### config.mk
export PLATFORM = sky130hd
export DESIGN_NAME = regwrite_tracker
export DESIGN_NICKNAME = d
export VERILOG_FILES = /design/src/rtl/regwrite_tracker.sv
export SDC_FILE = /design/constraint.sdc
export NUM_CORES = 1
export LEC_CHECK = 0
export BUFFER_PORTS_ARGS = -buffer_cell sky130_fd_sc_hd__buf_4
export CORE_UTILIZATION = 45
export CTS_BUF_LIST = sky130_fd_sc_hd__clkbuf_8
export DETAILED_ROUTE_END_ITERATION = 12
export GPL_TIMING_DRIVEN = 0
export PLACE_DENSITY_LB_ADDON = 0.12
export SETUP_SLACK_MARGIN = 0.4
export SLEW_MARGIN = 25
export SYNTH_ARGS = -nofsm -noshare
export SYNTH_HDL_FRONTEND = slang
export SYNTH_SLANG_ARGS = --single-unit
export TNS_END_PERCENT = 20
### constraint.sdc
create_clock -name clk -period 4 [get_ports clk]
set_clock_uncertainty 0.1 [all_clocks]
set_input_delay 0.8 -clock clk [delete_from_list [all_inputs] [get_ports clk]]
set_output_delay 0.8 -clock clk [all_outputs]
set_load 0.05 [all_outputs]
### src/rtl/regwrite_tracker.sv
// Tracks the destination register of the instruction in EX as it moves through M and W,
// and from that state produces the forwarding selects and hazard stalls for a classic
// five-stage pipeline. A saturating counter records how many cycles were lost to
// hazard stalls.
module regwrite_tracker #(
    // Saturation value of the stall counter; kept as a parameter so a narrower limit can
    // be exercised without billions of stall cycles.
    parameter logic [31:0] CntMax = 32'hFFFF_FFFF
) (
    input  logic        clk,
    input  logic        rst,
    input  logic [4:0]  writeregE,
    input  logic        memtoregE,
    input  logic        stallall,
    input  logic [4:0]  rsD,
    input  logic [4:0]  rtD,
    input  logic [4:0]  rsE,
    input  logic [4:0]  rtE,
    input  logic        branchD,
    output logic [1:0]  forwardAE,
    output logic [1:0]  forwardBE,
    output logic        forwardAD,
    output logic        forwardBD,
    output logic        stallF,
    output logic        stallD,
    output logic        flushE,
    output logic [31:0] stall_cnt
);

    logic [4:0] writeregM;
    logic       memtoregM;
    logic [4:0] writeregW;

    logic       lwstall;
    logic       branchstall;
    logic       hazardStall;
    logic       matchED;
    logic       matchMD;

    // Follow the producer down M and W; a global memory stall freezes the whole pipe.
    always_ff @(posedge clk or posedge rst) begin
        if (rst) begin
            writeregM <= 5'd0;
            memtoregM <= 1'b0;
            writeregW <= 5'd0;
        end else if (!stallall) begin
            writeregM <= writeregE;
            memtoregM <= memtoregE;
            writeregW <= writeregM;
        end
    end

    // Select the freshest producer for each EX operand; M wins over W, register 0 never forwards.
    always_comb begin
        forwardAE = 2'b00;
        forwardBE = 2'b00;
        if (rsE != 5'd0 && rsE == writeregM) begin
            forwardAE = 2'b10;
        end else if (rsE != 5'd0 && rsE == writeregW) begin
            forwardAE = 2'b01;
        end
        if (rtE != 5'd0 && rtE == writeregM) begin
            forwardBE = 2'b10;
        end else if (rtE != 5'd0 && rtE == writeregW) begin
            forwardBE = 2'b01;
        end
    end

    // Branch operands compared in ID can only be taken from the M-stage result.
    always_comb begin
        forwardAD = (rsD != 5'd0) && (rsD == writeregM);
        forwardBD = (rtD != 5'd0) && (rtD == writeregM);
    end

    // Load-use and branch-compare hazards; both collapse into one stall/flush request.
    always_comb begin
        matchED     = (writeregE != 5'd0) && (writeregE == rsD || writeregE == rtD);
        matchMD     = memtoregM && (writeregM != 5'd0) && (writeregM == rsD || writeregM == rtD);
        lwstall     = memtoregE && matchED;
        branchstall = branchD && (matchED || matchMD);
        hazardStall = lwstall || branchstall;
        stallF      = hazardStall;
        stallD      = hazardStall;
        flushE      = hazardStall;
    end

    // Count stalled cycles, saturating, and freeze along with the pipe on a memory stall.
    always_ff @(posedge clk or posedge rst) begin
        if (rst) begin
            stall_cnt <= 32'd0;
        end else if (!stallall && hazardStall && stall_cnt != CntMax) begin
            stall_cnt <= stall_cnt + 32'd1;
        end
    end

endmodule

* After elaboration in Yosys (flattened, before gate mapping) *
Index checks and enable logic that the tools add are counted.
W data, S select, Z words.

storage, ports and cells
  register bits = 43
  input port bits = 30
  word-level logic and storage cells = 44

cells by class
  add/sub/neg operators = 1
  equality and inequality tests = 11
  mux-type cells = 4
  reduce and logical (&&, ||, !) cells = 24

operators with widths
  kind                     number
  $eq A5 B5 Y1             10
  $add A32 B1 Y32 const B  1
  $ne A32 B32 Y1 const B   1
  $reduce_bool A5 Y1       6
  $logic_and A1 B1 Y1      13
  $logic_or A1 B1 Y1       4
  $mux W2                  2
  $mux W1                  2
  $logic_not A1 Y1         1

* Longest topological paths before layout *
Gate-level depths: netlist of run 1.

  depth in word-level cells = 8
  gate-level depth with buffers = 10
  depth with buffers taken out = 8

* Worst setup path before layout of run 1 *
No wires, ideal clock.

  path kind = input port to output port
  from = in rsE[0]
  to = out forwardAE[0]
  arrival = 3,315 ps
  required time = 3,100 ps
  slack = -215 ps
  stages on the path = 3
  buffers on the path = 0
  cells stage by stage = xor2_1 nor4_1 nor4_1

between the ends
  longest elaborated chain between the ends = 4
  elaborated cells on any way between the ends = 7
  those cells by class = eq/ne (2); mux (2); reduce/logical (3)

RTL lines
  element                                             line    source
  from (decl)                                         17      input logic [4:0] rsE,
  $eq A5 B5 Y1 or $reduce_bool A5 Y1 (tied branches)  59, 57
  $logic_and A1 B1 Y1                                 59      end else if (rsE != 5'd0 && rsE == writeregW) begin
  $mux W1                                             59
  $mux W2 *                                           57      if (rsE != 5'd0 && rsE == writeregM) begin
  to (decl)                                           20      output logic [1:0] forwardAE,

Every way passes the cells marked *; elsewhere a longest branch is shown, timed or not.

* Final worst setup path of run 1 *
  from = in rtE[1]
  to = out forwardBE[0]

between the ends
  longest elaborated chain between the ends = 4
  elaborated cells on any way between the ends = 7
  those cells by class = eq/ne (2); mux (2); reduce/logical (3)

RTL lines
  element                                             line    source
  from (decl)                                         18      input logic [4:0] rtE,
  $eq A5 B5 Y1 or $reduce_bool A5 Y1 (tied branches)  64, 62
  $logic_and A1 B1 Y1                                 64      end else if (rtE != 5'd0 && rtE == writeregW) begin
  $mux W1                                             64
  $mux W2 *                                           62      if (rtE != 5'd0 && rtE == writeregM) begin
  to (decl)                                           21      output logic [1:0] forwardBE,

Marked as above.

==> results_dict.tcl, run 1 <==
set metrics [dict create \
    yosysSeqAreaShare_pct 41.4 \
    p_total_w 0.00111 \
    hold_viol_final 0 \
    port_buffers 70 \
    grt_max_degree 33 \
    cts_resized 0 \
    critical_path.max_fanout 3 \
    slew_headroom_pct 63.2 \
    wire_per_inst_um 14.5 \
    hp-class "in -> async" \
    r2r_end "stall_cnt[29]" \
    ys_types 36 \
    r2r_slack_ns 1.34 \
    synth.most_common_cell "dfrtp_1" \
    cts.clk_slew.worst_paths_ns 0.09 \
    postSynthCellCount 257 \
    syn_avg_cell_area_um2 10.1 \
    post-place-ws_ns 0.886 \
    layoutNonFillerInstCount 408 \
    netlist_area_um2 2600 \
    yosys_warnings 0 \
    yosysTopAreaCell "dfrtp_1" \
    grt_pass1_vias 2126 \
    fin_ws_ns 0.869 \
    worstReg2RegStart "stall_cnt[0]" \
    initial_core_util_pct 46.9 \
    cpPeakStageDelay_ns 0.52 \
    ys_ff_latch 43 \
    place_inst 400 \
    tightest_slew_ns 0.550 \
    dp_hpwl_um 4470 \
    floorplan.die.width_um 78.0 \
    syn_nets 288 \
    cp-end-kind "output pin" \
    drtPass1Iterations 4 \
    wl_um 5930 \
    fp-row-count 27 \
    tns_ns 0 \
    cp_cell_sequence "buf_4 -> or4_1 -> nor2_1 -> nor4_2 -> nor4_1 -> buf_4" \
    min_period_over_period_pct 78.3 \
    core_area_um2 5540 \
    fmax_ghz 0.319 \
    yosys-top-cells-area "dfrtp_1 (41%), xnor2_1 (13%), xor2_1 (10%)" \
    htree_levels 2 \
    status "completed" \
    crit_required_ns 3.10 \
    route.detailed.drc 0 \
    synth_top_area_share_pct 41.4 \
    arrival_ns 2.23 \
    cap_violations 0 \
    ant_nets 0 \
    cp_common_cell "buf_4" \
    slew_violations 0 \
    cp-start-kind "input pin" \
    worst-setup-path-type "in -> out" \
    ys_async_sr_fraction_pct 100 \
    finalCriticalPeriod_ns 3.13 \
    grt_pass1_wl_um 10100 \
    grt_usage_pct 20.8 \
    critPathSlowestCell "or4_1" \
    grt-ovfl-total 0 \
    syn2layout_area_growth_pct 29.5 \
    cts.sinks 43 \
    place_congestion 0.805 \
    reg2regPathDepth 9 \
    max-vdd-ir-drop_v 0.000170 \
    chipHeight_um 78.0 \
    synth-edff-count 0 \
    drive_above_1_share_pct 32.7 \
    clk_path_buf_depth 2 \
    cts_buffers 5 \
    clk_latency_ns 0.30 \
    viasPerCell 5.32 \
    synth_flop_cell "dfrtp_1" \
    total_leakage_power_nw 1.51 \
    nets 366 \
    p_per_area_nw_per_um2 331 \
    diodes 0 \
    cts_tree "yes" \
    synth_commonest_cells "dfrtp_1 (43), xnor2_1 (39), xor2_1 (31), nand3_1 (25), nand4_1 (15)" \
    num_io_pins 71 \
    drtIter0Drc 83 \
    antenna_found_initial 0 \
    postCtsSetupBuffers 0 \
    cts_root_buffer "clkbuf_8" \
    setup_violations 0 \
    vias 2169 \
    die_area_um2 6080 \
    rsz0062_at_grt "no" \
    holdBufCountCts 0 \
]
## power breakdown
| group | switching, W | total [W] | internal, W |
|---|---|---|---|
| logic | 0.000163 | 0.000279 | 0.000116 |
| clock network | 0.000156 | 0.000342 | 0.000186 |
| registers | 0.0000301 | 0.000493 | 0.000463 |
| total | 0.000350 | 0.00111 | 0.000765 |
## how the worst max path moves through the flow
stage / startpoint / to / cells after the start
final: rtE[1] / forwardBE[0] / 6
after global routing: rtE[1] / forwardBE[0] / 6
after CTS: rtE[1] / forwardBE[0] / 6
after detailed placement: rtE[1] / forwardBE[0] / 6
after global placement: rtE[1] / forwardBE[0] / 6
after floorplan: rtE[1] / forwardBE[0] / 4
## placed cells by master (no fill, tap or decap), drive strengths merged, types with 10 or more instances in the layout
cell type	Yosys	layout
mux2	12	12
xnor2	39	39
nand3	25	25
buf	13	84
nor3	11	11
and3	10	10
dfrtp	43	43
nand4	15	15
nor2	13	13
xor2	31	31
## stage by stage
step / hold slack [ns] / cell area [um^2] / utilization [%]
2_1_floorplan: 0.399 / 2620 / -
3_3_place_gp: 0.384 / 3230 / 58.3
3_5_place_dp: 0.388 / 3250 / 58.7
4_1_cts: 0.338 / 3360 / 60.7
5_1_grt: 0.346 / 3360 / 60.7
6_report: 0.330 / 3360 / 60.7
## cell type report
type                    instances  area [um^2]
fillers                       499         2180
flip-flops and latches         43         1080
multi-input cells             198         1450
clock buffers                   5         68.8
repair buffers                 71          546
well taps                      72         90.1
clock inverters                 3         43.8
plain buffers                  14         85.1
inverters                       2         7.51
## logic make-up after synthesis
group	after synthesis	share of synthesized area, %
buf+inv	16	3.57
simple gates	103	22.7
compound gates	12	2.94
xor+xnor	70	23.6
fa+ha+maj	1	0.482
flops	43	41.4
mux	12	5.20
## worst max-delay path: cells and delay by family
| family | cells | cell delay, ns |
|---|---|---|
| buffers and inverters | 2 | 0.37 |
| AND/OR/NAND/NOR | 4 | 1.06 |
## metal layers
layer / vias up / part of all wire (%) / GRT usage, %
li1: 1069 / - / -
met2: 69 / 48 / 35.0
met1: 1025 / 45 / 27.5
met5: - / 0 / 0
met4: 0 / 0.86 / 5.37
met3: 6 / 5.6 / 3.88
## flip-flops by register name, indices dropped and copies added (netlist names)
register	count
writeregW	5
stall_cnt	32
writeregM	5
memtoregM	1
Note: power is estimated with default switching activity, not from simulation.
==> run 2: changes to the inputs <==
==> constraint.sdc (replaced) <==
create_clock -name clk -period 2.6 [get_ports clk]
set_clock_uncertainty 0.1 [all_clocks]
set_input_delay 0.52 -clock clk [delete_from_list [all_inputs] [get_ports clk]]
set_output_delay 0.52 -clock clk [all_outputs]
set_load 0.05 [all_outputs]
==> run 2 against run 1 <==
Largest cell class unchanged. Non-clock buffer count up 14. The flow now finishes with violations (setup timing). Cell area up 16%. Global-route usage up 2.8 points. Count of clock-buffer cells in the layout up 1. Highest routed layer unchanged. Power up 66%.
==> results_dict.tcl, run 2 (same netlist as run 1, synthesis figures left out) <==
set metrics [dict create \
    total_leakage_power_nw 1.69 \
    crit_required_ns 1.98 \
    fin_area_um2 3910 \
    cpPeakStageDelay_ns 0.53 \
    fmax_ghz 0.384 \
    critPathSlowestCell "or4_4" \
    hp-class "in -> async" \
    grt-ovfl-total 0 \
    drtIter0Drc 40 \
    cp_cell_sequence "buf_6 -> or4_4 -> o211ai_4 -> a21o_1 -> o21ai_4 -> buf_6 -> buf_8" \
    layout_common_cells "buf_4 (69), xnor2_1 (35), dfrtp_1 (35), xor2_1 (31), buf_6 (18)" \
    fp-row-count 27 \
    cp-start-kind "register" \
    slew_violations 0 \
    pwr-share-clk_pct 28.7 \
    power_switching_w 0.000569 \
    cts.sinks 43 \
    dp_hpwl_um 4740 \
    cts.clk_slew.worst_paths_ns 0.08 \
    nets 380 \
    place_congestion 0.819 \
    initial_core_util_pct 46.9 \
    chipHeight_um 78.0 \
    drive_above_1_share_pct 48.0 \
    r2r_slack_ns 0.01 \
    arrival_ns 1.99 \
    wl_um 6800 \
    cp-end-kind "output pin" \
    min_period_over_period_pct 100 \
    tightest_slew_ns 0.614 \
    wire_per_inst_um 16.1 \
    cts_buffers 5 \
    clk_path_buf_depth 2 \
    floorplan.die.width_um 78.0 \
    fin_ws_ns -0.00649 \
    setup_violations 2 \
    pwr-share-comb_pct 30.0 \
    grt_usage_pct 23.5 \
    grt_pass1_vias 2333 \
    port_buffers 70 \
    viasPerCell 5.52 \
    regMostFlops "stall_cnt" \
    grt_max_degree 28 \
    status "finished with violations" \
    antenna_found_initial 0 \
    num_io_pins 71 \
    violations "setup timing" \
    cts_root_buffer "clkbuf_8" \
    vias 2329 \
    reg_top3 "stall_cnt x32, writeregM x5, writeregW x5" \
    htree_levels 2 \
    hold_viol_final 0 \
    diodes 0 \
    largest_reg_flops 32 \
    syn2layout_area_growth_pct 50.5 \
    p_per_area_nw_per_um2 472 \
    critical_path.max_fanout 3 \
    tns_ns -0.0112 \
    post-route-util_pct 70.5 \
    final_common_cell "buf_4" \
    clk_latency_ns 0.29 \
    core_area_um2 5540 \
    drtPass1Iterations 4 \
    worst-setup-path-type "reg -> out" \
    cp_common_cell "buf_6" \
    finalCriticalPeriod_ns 2.61 \
    max-vdd-ir-drop_v 0.000359 \
    die_area_um2 6080 \
    cts_tree "yes" \
    place_area_um2 3400 \
    cap_violations 0 \
    route.detailed.drc 0 \
    slew_headroom_pct 59.0 \
    ant_nets 0 \
    intPower_w 0.00128 \
    seqPwrFrac_pct 41.3 \
    rsz0062_at_grt "yes" \
    p_sw_share_pct 30.8 \
    grt_pass1_wl_um 11200 \
    p_total_w 0.00185 \
]
## run 2: layout make-up
type	instances	area [um^2]
Clock buffer	6	82.6
Fill cell	427	1630
Buffer	14	118
Sequential cell	43	1090
Multi-Input combinational cell	198	1740
Timing Repair Buffer	85	744
Tap cell	72	90.1
Inverter	2	7.51
Clock inverter	2	35.0
## run 2: repair_timing
action	CTS	global route
endpoints found under the setup margin	41	41
pin swaps	12	32
endpoints found under the hold margin	0	0
hold buffers	0	0
setup buffers	8	6
gates resized for setup	31	31
## run 2: per-layer routing
metal	vias up	GRT usage [%]	routed length [um]	part of all wire [%]
met5	-	0	0	0
met4	0	7.22	99	1.5
met3	9	4.59	380	5.6
met2	93	41.7	3510	52
met1	1140	28.8	2810	41
li1	1087	-	-	-
## run 2: worst paths after layout
path | startpoint | end | cells after the start
setup / recovery | writeregM[1] | stallD | 7
hold / removal | rst | stall_cnt[31] | 2
setup reg to reg | writeregM[1] | stall_cnt[1] | 11
hold reg to reg | stall_cnt[9] | stall_cnt[9] | 1
max in group asynchronous | rst | stall_cnt[1] | 3
min in group clk | memtoregE | memtoregM | 2
## run 2: through the flow
step | instances | hold slack (ns) | setup WS (ns)
after floorplan | 257 | 0.399 | 0.101
after global placement | 399 | 0.386 | 0.0632
after detailed placement | 400 | 0.394 | 0.00670
after CTS | 416 | 0.220 | -0.0287
after global routing | 422 | 0.251 | -0.0859
final | 422 | 0.195 | -0.00649
## run 2: worst max-delay path: cells and delay by family (launching register included)
family	cells	cell delay [ns]
flops	1	0.38
simple gates	1	0.53
compound gates	3	0.40
buf+inv	3	0.38
## run 2: power groups by stage
| stage | combinational (W) | sequential (W) | clock (W) |
|---|---|---|---|
| 2_1_floorplan | 0.000254 | 0.000847 | 0 |
| 3_3_place_gp | 0.000470 | 0.000775 | 0 |
| 3_5_place_dp | 0.000483 | 0.000775 | 0 |
| 4_1_cts | 0.000526 | 0.000762 | 0.000539 |
| 5_1_grt | 0.000593 | 0.000772 | 0.000569 |
| 6_report | 0.000554 | 0.000762 | 0.000530 |
==> run 3: changes to the inputs <==
--- a/config.mk
+++ b/config.mk
@@ -6,7 +6,10 @@
 export NUM_CORES = 1
 export LEC_CHECK = 0
 export BUFFER_PORTS_ARGS = -buffer_cell sky130_fd_sc_hd__buf_4
-export CORE_UTILIZATION = 45
+export CAP_MARGIN = 20
+export CELL_PAD_IN_SITES_DETAIL_PLACEMENT = 0
+export CELL_PAD_IN_SITES_GLOBAL_PLACEMENT = 2
+export CORE_UTILIZATION = 30
 export CTS_BUF_LIST = sky130_fd_sc_hd__clkbuf_8
 export DETAILED_ROUTE_END_ITERATION = 12
 export GPL_TIMING_DRIVEN = 0
==> run 3 against run 2 <==
The flow now finishes without violations. Largest cell class unchanged. Clock power is 6.2% lower. Die area increased by 49%. Register-to-register slack gained 0.15 ns.
==> results_dict.tcl, run 3 (same netlist as run 1, synthesis figures left out) <==
set metrics [dict create \
    max-vdd-ir-drop_v 0.000378 \
    critical_path.max_fanout 3 \
    power_switching_w 0.000550 \
    p_per_area_nw_per_um2 482 \
    cp.depth 7 \
    diodes 0 \
    grt_pass1_wl_um 11000 \
    grt_max_degree 25 \
    intPower_w 0.00121 \
    die_area_um2 9030 \
    cp_cell_sequence "buf_6 -> or4_4 -> o211ai_2 -> a21o_1 -> o21ai_4 -> buf_6 -> buf_8" \
    ant_nets 0 \
    wire_per_inst_um 15.3 \
    htree_levels 2 \
    cts_tree "yes" \
    hold_viol_final 0 \
    antenna_found_initial 0 \
    path_delay_family "simple AND/OR/NAND/NOR gates" \
    fp-row-count 33 \
    tns_ns 0 \
    p_sw_share_pct 31.2 \
    cpPeakStageDelay_ns 0.53 \
    cts_root_buffer "clkbuf_8" \
    cp_common_cell "buf_6" \
    tightest_slew_ns 0.527 \
    total_leakage_power_nw 1.55 \
    port_buffers 70 \
    largest_reg_flops 32 \
    drive_above_1_share_pct 40.9 \
    layout_common_cells "buf_4 (63), xnor2_1 (39), dfrtp_1 (35), xor2_1 (29), nand3_1 (24)" \
    reg_top3 "stall_cnt x32, writeregM x5, writeregW x5" \
    pwr-share-clk_pct 28.2 \
    chipHeight_um 95.0 \
    cts.clk_slew.worst_paths_ns 0.08 \
    place_congestion 0.716 \
    syn2layout_area_growth_pct 40.9 \
    clk_latency_ns 0.29 \
    slew_violations 0 \
    rsz0062_at_grt "yes" \
    cts_buffers 5 \
    floorplan.die.width_um 95.0 \
    arrival_ns 1.96 \
    grt_pass1_vias 2118 \
    num_io_pins 71 \
    clk_path_buf_depth 2 \
    cp-start-kind "register" \
    dp_hpwl_um 5090 \
    regMostFlops "stall_cnt" \
    vias 2185 \
    min_period_over_period_pct 99.3 \
    wl_um 6770 \
    initial_core_util_pct 31.3 \
    reg2regPathDepth 11 \
    route.detailed.drc 0 \
    fmax_ghz 0.387 \
    hold-worst-slack_ns 0.138 \
    critPathSlowestCell "or4_4" \
    cp_num_buf_inv 3 \
    crit_required_ns 1.98 \
    core_area_um2 8300 \
    cap_violations 0 \
    cp-end-kind "output pin" \
    hp-class "in -> async" \
    worst-setup-path-type "reg -> out" \
    drtIter0Drc 55 \
    seqPwrFrac_pct 43.4 \
    drtPass1Iterations 5 \
    cts.sinks 43 \
    grt-ovfl-total 0 \
    p_total_w 0.00176 \
    final_common_cell "buf_4" \
    grt_usage_pct 16.0 \
    slew_headroom_pct 64.9 \
    status "completed" \
    viasPerCell 4.94 \
    finalCriticalPeriod_ns 2.58 \
    pwr-share-comb_pct 28.4 \
    nets 368 \
    setup_violations 0 \
]
==> run 3: cell types whose count changed in the layout (fill, tap and decap cells not counted), moves of 4 or more <==
cell / previous run / this run
buf_4: 69 / 63
buf_6: 18 / 14
nand3_1: 15 / 24
nand3_2: 8 / 1
xnor2_1: 35 / 39
==> run 3: layout make-up <==
class                           count  area, um^2
Sequential cell                    43        1090
Buffer                             14         110
Fill cell                         820        4640
Inverter                            2        7.51
Timing Repair Buffer               73         613
Clock inverter                      2        33.8
Multi-Input combinational cell    198        1610
Tap cell                          105         131
Clock buffer                        5        68.8
==> run 3: final timing paths <==
kind                          startpoint       endpoint  slack [ns]
max                         writeregM[1]         stallD        0.02
min                                  rst  stall_cnt[29]        0.14
max reg2reg                 writeregM[2]  stall_cnt[29]        0.16
min reg2reg                stall_cnt[10]  stall_cnt[10]        0.40
max in group asynchronous            rst   stall_cnt[7]        1.77
min in group clk           stall_cnt[10]  stall_cnt[10]        0.40
==> run 3: stage by stage <==
stage / instances / utilization [%] / cell area [um^2] / worst slack (ns)
finish: 442 / 44.1 / 3660 / 0.0176
global route: 442 / 44.1 / 3660 / -0.0974
CTS: 442 / 44.0 / 3650 / -0.0129
detailed placement: 433 / 41.4 / 3430 / 0.00798
global placement: 432 / 41.1 / 3410 / -0.00274
floorplan: 257 / - / 2760 / 0.101
==> run 3: repair_timing <==
item,in CTS,in global routing
endpoints found under the hold margin,0,0
resized for setup,25,2
setup buffers,2,0
pin swaps,11,8
endpoints found under the setup margin,41,41
hold buffers,0,0
==> run 3: power by group through the flow <==
stage | Combinational, W | Clock, W | Sequential (W)
2_1_floorplan | 0.000254 | 0 | 0.000847
3_3_place_gp | 0.000477 | 0 | 0.000777
3_5_place_dp | 0.000483 | 0 | 0.000779
4_1_cts | 0.000505 | 0.000520 | 0.000766
5_1_grt | 0.000535 | 0.000551 | 0.000775
6_report | 0.000502 | 0.000497 | 0.000766
==> run 3: metal layers <==
metal / part of all wire (%) / GRT usage [%] / vias up
li1: - / - / 1066
met1: 46 / 21.6 / 1050
met2: 48 / 26.1 / 63
met3: 5.2 / 3.27 / 6
met4: 0.93 / 3.79 / 0
met5: 0 / 0 / -
